### src/rtl/command_sequencer_pkg.sv
// Shared opcode, state and legality definitions for the command sequencer and its controller.
package command_sequencer_pkg;

  localparam logic [3:0] OP_CLR   = 4'b0000;
  localparam logic [3:0] OP_CLRLD = 4'b0001;
  localparam logic [3:0] OP_LOADX = 4'b0010;
  localparam logic [3:0] OP_ADD   = 4'b0011;
  localparam logic [3:0] OP_SUB   = 4'b0100;
  localparam logic [3:0] OP_MULT  = 4'b0101;
  localparam logic [3:0] OP_DIV   = 4'b0110;
  localparam logic [3:0] OP_MIN   = 4'b0111;
  localparam logic [3:0] OP_MAX   = 4'b1000;
  localparam logic [3:0] OP_DISP  = 4'b1001;

  typedef enum logic [1:0] {
    IDLE   = 2'd0,
    EXEC   = 2'd1,
    REPEAT = 2'd2,
    SHOW   = 2'd3
  } state_t;

  function automatic logic op_legal(input logic [3:0] op);
    return (op <= OP_DISP);
  endfunction

  // MULT/DIV are the only ops issued once per shift
  function automatic logic op_is_shift(input logic [3:0] op);
    return (op == OP_MULT) || (op == OP_DIV);
  endfunction

endpackage

### src/rtl/command_sequencer_shift_counter.sv
// Down-counter that paces the repeated MULT/DIV shift cycles; never wraps below zero.
module shift_counter #(
  parameter int W = 3
) (
  input  logic         clk,
  input  logic         rst,
  input  logic         load,
  input  logic         dec,
  input  logic [W-1:0] load_val,
  output logic [W-1:0] count,
  output logic         zero,
  output logic         one
);

  localparam logic [W-1:0] CNT_ONE = W'(1);

  // load has priority over decrement; decrement saturates at zero
  always_ff @(posedge clk or posedge rst) begin
    if (rst) begin
      count <= '0;
    end else if (load) begin
      count <= load_val;
    end else if (dec && !zero) begin
      count <= count - CNT_ONE;
    end else begin
      count <= count;
    end
  end

  assign zero = (count == '0);
  assign one  = (count == CNT_ONE);

endmodule

### src/rtl/command_sequencer.sv
// Command sequencer: valid/ready command intake driving the registered controller opcode bus.
// Optional feature macro: STICKY_ERR_EN (err held until a CLR is accepted).
module command_sequencer
  import command_sequencer_pkg::*;
#(
  parameter int         COUNT_W  = 3,
  parameter logic [3:0] IDLE_CMD = 4'b1001
) (
  input  logic               clk,
  input  logic               rst,
  input  logic [3:0]         cmd_in,
  input  logic [COUNT_W-1:0] count_in,
  input  logic               cmd_valid,
  output logic               cmd_ready,
  output logic [3:0]         cmd_out,
  output logic               busy,
  output logic               done,
  output logic               err
);

  state_t             state;
  logic               xfer;
  logic               accept;
  logic               illegal;
  logic               cnt_load;
  logic               cnt_dec;
  logic [COUNT_W-1:0] count;
  logic               cnt_zero;
  logic               cnt_one;

  assign cmd_ready = (state == IDLE);
  assign busy      = (state != IDLE);
  assign xfer      = cmd_valid && cmd_ready;
  assign illegal   = xfer && !op_legal(cmd_in);

`ifdef STICKY_ERR_EN
  // while an error is latched only CLR gets through
  assign accept = xfer && op_legal(cmd_in) && (!err || (cmd_in == OP_CLR));
`else
  assign accept = xfer && op_legal(cmd_in);
`endif

  // counter control: load on a MULT/DIV with a non-zero count, count down while repeating
  always_comb begin
    cnt_load = 1'b0;
    cnt_dec  = 1'b0;
    if (accept && op_is_shift(cmd_in) && (count_in != '0)) begin
      cnt_load = 1'b1;
    end else begin
      cnt_load = 1'b0;
    end
    if (state == REPEAT) begin
      cnt_dec = 1'b1;
    end else begin
      cnt_dec = 1'b0;
    end
  end

  shift_counter #(
    .W (COUNT_W)
  ) u_shift_counter (
    .clk      (clk),
    .rst      (rst),
    .load     (cnt_load),
    .dec      (cnt_dec),
    .load_val (count_in),
    .count    (count),
    .zero     (cnt_zero),
    .one      (cnt_one)
  );

  // sequencing FSM with registered command bus and done pulse
  always_ff @(posedge clk or posedge rst) begin
    if (rst) begin
      state   <= IDLE;
      cmd_out <= IDLE_CMD;
      done    <= 1'b0;
    end else begin
      done <= 1'b0;
      case (state)
        IDLE: begin
          if (accept && op_is_shift(cmd_in) && (count_in == '0)) begin
            state   <= SHOW;
            cmd_out <= OP_DISP;
            done    <= 1'b1;
          end else if (accept && op_is_shift(cmd_in)) begin
            state   <= REPEAT;
            cmd_out <= cmd_in;
          end else if (accept) begin
            state   <= EXEC;
            cmd_out <= cmd_in;
          end else begin
            state   <= IDLE;
            cmd_out <= IDLE_CMD;
          end
        end
        EXEC: begin
          state   <= SHOW;
          cmd_out <= OP_DISP;
          done    <= 1'b1;
        end
        REPEAT: begin
          // zero is unreachable here but still forces an exit rather than stalling
          if (cnt_one || cnt_zero) begin
            state   <= SHOW;
            cmd_out <= OP_DISP;
            done    <= 1'b1;
          end else begin
            state   <= REPEAT;
            cmd_out <= cmd_out;
          end
        end
        SHOW: begin
          state   <= IDLE;
          cmd_out <= IDLE_CMD;
        end
        default: begin
          state   <= IDLE;
          cmd_out <= IDLE_CMD;
        end
      endcase
    end
  end

  // illegal-opcode indication
  always_ff @(posedge clk or posedge rst) begin
    if (rst) begin
      err <= 1'b0;
`ifdef STICKY_ERR_EN
    end else if (illegal) begin
      err <= 1'b1;
    end else if (accept && (cmd_in == OP_CLR)) begin
      err <= 1'b0;
    end else begin
      err <= err;
    end
`else
    end else begin
      err <= illegal;
    end
`endif
  end

endmodule
### config.mk
export PLATFORM = sky130hd
export DESIGN_NAME = command_sequencer
export DESIGN_NICKNAME = d
export VERILOG_FILES = /design/src/rtl/command_sequencer_pkg.sv /design/src/rtl/command_sequencer_shift_counter.sv /design/src/rtl/command_sequencer.sv
export SDC_FILE = /design/constraint.sdc
export NUM_CORES = 1
export LEC_CHECK = 0
export CORE_MARGIN = 2
export CORE_UTILIZATION = 47
export CTS_CLUSTER_DIAMETER = 40
export DETAILED_ROUTE_END_ITERATION = 12
export PLACE_DENSITY_LB_ADDON = 0.15
export SYNTH_ARGS = -nofsm -noshare
export SYNTH_HDL_FRONTEND = slang
export SYNTH_HIERARCHICAL = 1
export SYNTH_SLANG_ARGS = --single-unit
### constraint.sdc
create_clock -name clk -period 2.26 [get_ports clk]
set_clock_uncertainty 0.15 [all_clocks]
set_input_delay 0.452 -clock clk [delete_from_list [all_inputs] [get_ports clk]]
set_output_delay 0.452 -clock clk [all_outputs]
set_load 0.005 [all_outputs]
# After elaboration in Yosys (flattened, before gate mapping)
# Index checks and enable logic that the tools add are counted.
dict set report totals {
  register_bits 11
  wordCells 49
}
dict set report op_classes {
  addsub 1
  magnitude_cmp 1
  n_eq_ne 7
  mux 17
  reduce_logical 18
}
# cell n
set op_table {}
lappend op_table {{4-bit two-way mux} 4}
lappend op_table {{4-bit case mux with 3 select lines} 1}
lappend op_table {{4-bit by 3-bit equality test with 1-bit output (second input constant)} 2}
lappend op_table {{2-bit case mux with 4 select lines} 1}
lappend op_table {{1-bit logical AND} 7}
lappend op_table {{3-bit zero test} 2}
lappend op_table {{1-bit two-way mux} 6}
lappend op_table {{3-bit two-way mux} 2}
lappend op_table {{2-bit equality test (second input constant)} 2}
lappend op_table {{4-bit less-or-equal comparator (second input constant)} 1}
lappend op_table {{2-bit two-way mux} 2}
lappend op_table {{2-bit nonzero test} 2}
lappend op_table {{3-bit by 1-bit equality test with 1-bit output (second input constant)} 1}
lappend op_table {{1-bit case mux with 3 select lines} 1}
lappend op_table {{3-bit nonzero test} 1}
lappend op_table {{3-bit by 1-bit subtractor with 3-bit output (second input constant)} 1}
lappend op_table {{2-bit by 1-bit equality test with 1-bit output (second input constant)} 1}
lappend op_table {{1-bit zero test} 2}
lappend op_table {{2-bit zero test} 1}
lappend op_table {{1-bit logical OR} 2}
lappend op_table {{2-bit by 1-bit != test with 1-bit output (second input constant)} 1}
lappend op_table {{2-bit OR reduction} 1}

# Depth between registers and ports, before layout
dict set report logic_depth {
  ltp_word 7
  ltp_mapped 8
}

# By module
# The synthesis kept the hierarchy.
# mod instances cells_each area_per_inst_um2
set by_module_without_submodules {}
lappend by_module_without_submodules {command_sequencer 1 46 479.2}
lappend by_module_without_submodules {shift_counter 1 26 229.0}

# Least setup slack after synthesis
# Ideal clock, no wire load.
dict set report synth_path {
  path_kind {reg-to-reg}
  startpoint {register state[0]}
  endpoint {register u_shift_counter.count[1]}
  t_arrival_ns 1.578
  required_time_ns 1.989
  slack_ns 0.411
  path_stages_with_launch 7
  path_cell_list {dfrtp_1 -> inv_1 -> ha_1 -> nand4b_1 -> nor3_1 -> a31o_2 -> o21ai_2}
}
dict set report synth_between {
  elab_chain_len 7
  word_cells_on_any_way 11
  cone_classes {1 x eq/ne; 3 x mux; 7 x reduce/logical}
}
# item line
set synth_lines {}
lappend synth_lines {{start, declared} command_sequencer.sv:21} ;# state_t state;
lappend synth_lines {{start signal, assigned} command_sequencer.sv:75} ;# state <= IDLE;
lappend synth_lines {{start signal, assigned} command_sequencer.sv:83} ;# state <= SHOW;
lappend synth_lines {{start signal, assigned} command_sequencer.sv:87} ;# state <= REPEAT;
lappend synth_lines {{2-bit zero test *} command_sequencer.sv:31} ;# assign cmd_ready = (state == IDLE);
lappend synth_lines {{via cmd_ready} command_sequencer.sv:14} ;# output logic cmd_ready,
lappend synth_lines {{1-bit logical AND *} command_sequencer.sv:33} ;# assign xfer = cmd_valid && cmd_ready;
lappend synth_lines {{1-bit logical AND *} command_sequencer.sv:40} ;# assign accept = xfer && op_legal(cmd_in);
lappend synth_lines {{1-bit logical AND * (2 in series)} command_sequencer.sv:47} ;# if (accept && op_is_shift(cmd_in) && (count_in != '0)) begin
lappend synth_lines {{1-bit two-way mux *} command_sequencer.sv:47}
lappend synth_lines {{via cnt_load} command_sequencer.sv:25} ;# logic cnt_load;
lappend synth_lines {{3-bit two-way mux or 2-bit nonzero test (tied branches)} -}
lappend synth_lines {{end signal, assigned} command_sequencer_shift_counter.sv:22} ;# count <= load_val;
lappend synth_lines {{end signal, assigned} command_sequencer_shift_counter.sv:24} ;# count <= count - CNT_ONE;
lappend synth_lines {{end signal, assigned} command_sequencer_shift_counter.sv:26} ;# count <= count;
lappend synth_lines {{end, declared} command_sequencer_shift_counter.sv:10} ;# output logic [W-1:0] count,
# The timed path passes the listed nets; every way through them passes the cells marked *.
# A chain may end at the register's enable or synchronous reset.

# Worst setup path after layout
dict set report layout_path {
  startpoint {register state[0]}
  endpoint {output cmd_ready}
}
dict set report layout_between {
  elab_chain_len 1
}
# item line
set layout_lines {}
lappend layout_lines {{2-bit zero test} command_sequencer.sv:31}
lappend layout_lines {{end, declared} command_sequencer.sv:14}
# No other way between the ends.

==> qor.yml <==
synthesis:
  synth.distinct_cells: 30
  synthesis.nets: 90
  synth_top_family_by_area: "simple AND/OR/NAND/NOR gates"
  syn_area_per_cell_um2: 9.84
  synthMuxAreaShare_pct: 1.41
  yosys_warnings: 6
  synthXorXnorAreaFrac_pct: 1.24
  yosys.area_share.simple_pct: 19.8
  synth_cells: 72
  synth_compound_area_share_pct: 16.3
  synth-main-ff-cell: "dfrtp_1"
  postSynth.asyncResetShare_pct: 100
  synthAdderAreaFrac_pct: 14.1
  ys_ff_latch: 11
  synth-edff-count: 0
  synth_area_um2: 708
  synth.yosys.seq_area_share_pct: 39.2
power_and_ir_drop:
  peakVddDrop_mv: 0.510
  leakagePower_uw: 0.000431
  power_uw: 986
  cellPowerDensity_nw_per_um2: 1070
critical_path:
  cp-start-kind: "register"
  critPathSlowestCell: "clkdlybuf4s50_1"
  crit_path_end_kind: "output pin"
  path_max_fanout: 5
  crit_arrival_ns: 1.52
  critical_path_class: "reg2out"
  crit_required_ns: 1.66
  path_cells: "inv_1 -> ha_2 -> clkdlybuf4s50_1"
  crit_path_max_incr_delay_ns: 0.51
global_route:
  grt_usage_pct: 17.7
  grt_max_degree: 9
  grt_pass1_wl_um: 2370
  antenna_found_initial: 0
  grt.overflow.total: 0
  grt_pass1_vias: 551
clock_network:
  clkLatencyLatePin_ns: 0.26
  clockBufferDepth: 2
  holdBufCountCts: 0
  root_buffer: "clkbuf_4"
  cts_tree: "built"
  clk_pin_slew_ns: 0.07
  cts_made_buffers: 3
  cts_sinks: 11
  h-tree-depth: 1
die:
  rows: 14
  num_io_pins: 18
  die_height_um: 42.8
  start_util_pct: 48.7
  die-area_um2: 1830
  core_um2: 1450
  die_w_um: 42.8
final_layout:
  n_antenna_cell: 0
  fillers: 141
  drive_above_1_share_pct: 14.0
  fin_nets: 112
  area_delta_synth_final_pct: 30.4
routing:
  num_vias: 564
  dr.pass1.iters: 2
  drc: 0
  wire_per_inst_um: 13.0
  drtIter0Drc: 12
  ant_nets: 0
  viasPerCell: 5.17
  drt_wl_total_um: 1410
outcome:
  status: "completed"
timing:
  tightestPinTransition_ns: 0.373
  setup_violations: 0
  max_freq_ghz: 0.472
  hold_viol: 0
  post-route-period-util_pct: 93.8
  relSlewSlack_pct: 75.0
  rsz0062_at_grt: "false"
  fin_setup_tns_ns: 0
  fin_ws_ns: 0.141
  fin_worst_hold_slack_ns: 0.227
  maxSlewViolCount: 0
  period_needed_ns: 2.12
place:
  port_buffers: 17
  place_ws_ns: 0.247
  post-dp-hpwl_um: 1130
  gp_congestion: 0.788
flow_run:
  max_cap_viol_count: 0
worst_hold_path:
  min_path_type: "in2async"
## final cells by class
| type | count | area, um^2 | area share [%] |
|---|---|---|---|
| tap | 16 | 20.0 | 2.17 |
| timing repair buffer | 18 | 178 | 19.2 |
| multi-input combinational | 48 | 377 | 40.8 |
| inverter | 12 | 45.0 | 4.88 |
| sequential | 11 | 278 | 30.1 |
| clock buffer | 4 | 26.3 | 2.85 |
## where the power goes
part | switching, uW | internal (uW)
clock network | 64.6 | 68.2
logic | 251 | 277
registers | 48.2 | 277
total | 363 | 622
## registers in the layout (all words and copies together), names as in the netlist
name,count
cmd_out,4
err,1
state,2
done,1
u_shift_counter/count,3
## path summary, 6_finish.rpt
check	from	endpoint	slack (ns)	cells past startpoint
hold reg to reg	cmd_out[1]	cmd_out[1]	0.38	2
min in group clk	cmd_out[1]	cmd_out[1]	0.38	2
setup / recovery	state[0]	cmd_ready	0.14	3
max in group asynchronous	rst	cmd_out[3]	1.37	2
hold / removal	rst	u_shift_counter/count[1]	0.23	2
setup reg to reg	u_shift_counter/count[0]	cmd_out[3]	0.26	7
## Yosys cell counts (all sizes together) (2+ instances only)
master / count / area share (%)
dfrtp: 9 / 32
dfstp: 2 / 7.4
ha: 8 / 14
inv: 12 / 6.4
nand2: 5 / 2.7
nand3: 5 / 3.5
nor2: 3 / 1.6
nor3: 3 / 2.1
o21ai: 4 / 3.4
o32ai: 2 / 2.5
## metrics by stage
step / util, % / area [um^2] / std cells
detailed placement: 61.5 / 895 / 105
finish: 63.5 / 923 / 109
floorplan: - / 708 / 72
global placement: 61.5 / 895 / 105
global route: 63.5 / 923 / 109
CTS: 63.3 / 921 / 109
## worst max-delay path: cells and delay by family (launching register included)
kind	cells	cell delay, ns
flops	1	0.41
fa+ha+maj	1	0.23
buf+inv	2	0.62
## layer usage
metal  global-route usage (%)  vias up  routed length (um)
li1                         -      295                   -
met1                     24.6      260                 711
met2                     26.4        7                 653
met3                     2.55        2                  28
met4                     9.38        0                  19
met5                        0        -                   0
## kinds of logic (layout without fill, tap and decap cells)
kind of cell	Yosys count	in the layout
simple gates	23	23
compound gates	15	15
buf+inv	13	34
flops	11	11
fa+ha+maj	8	8
xor+xnor	1	1
mux	1	1
## placed cells by master (no fill, tap or decap), types with 2 or more instances in the layout
cell / Yosys / final
clkdlybuf4s50_1: 0 / 17
inv_1: 12 / 12
dfrtp_1: 9 / 9
ha_1: 8 / 7
nand3_1: 5 / 5
nand2_1: 5 / 5
nor3_1: 3 / 3
o21ai_0: 3 / 3
nor2_1: 3 / 3
clkbuf_4: 0 / 3
o32ai_1: 2 / 2
dfstp_2: 2 / 2
## timing repair
item / 4_1_cts / 5_1_grt
setup endpoints to repair: 0 / 1
resized for setup: 0 / 1
buffers inserted: 0 / 0
Note: power is estimated with default switching activity, not from simulation.
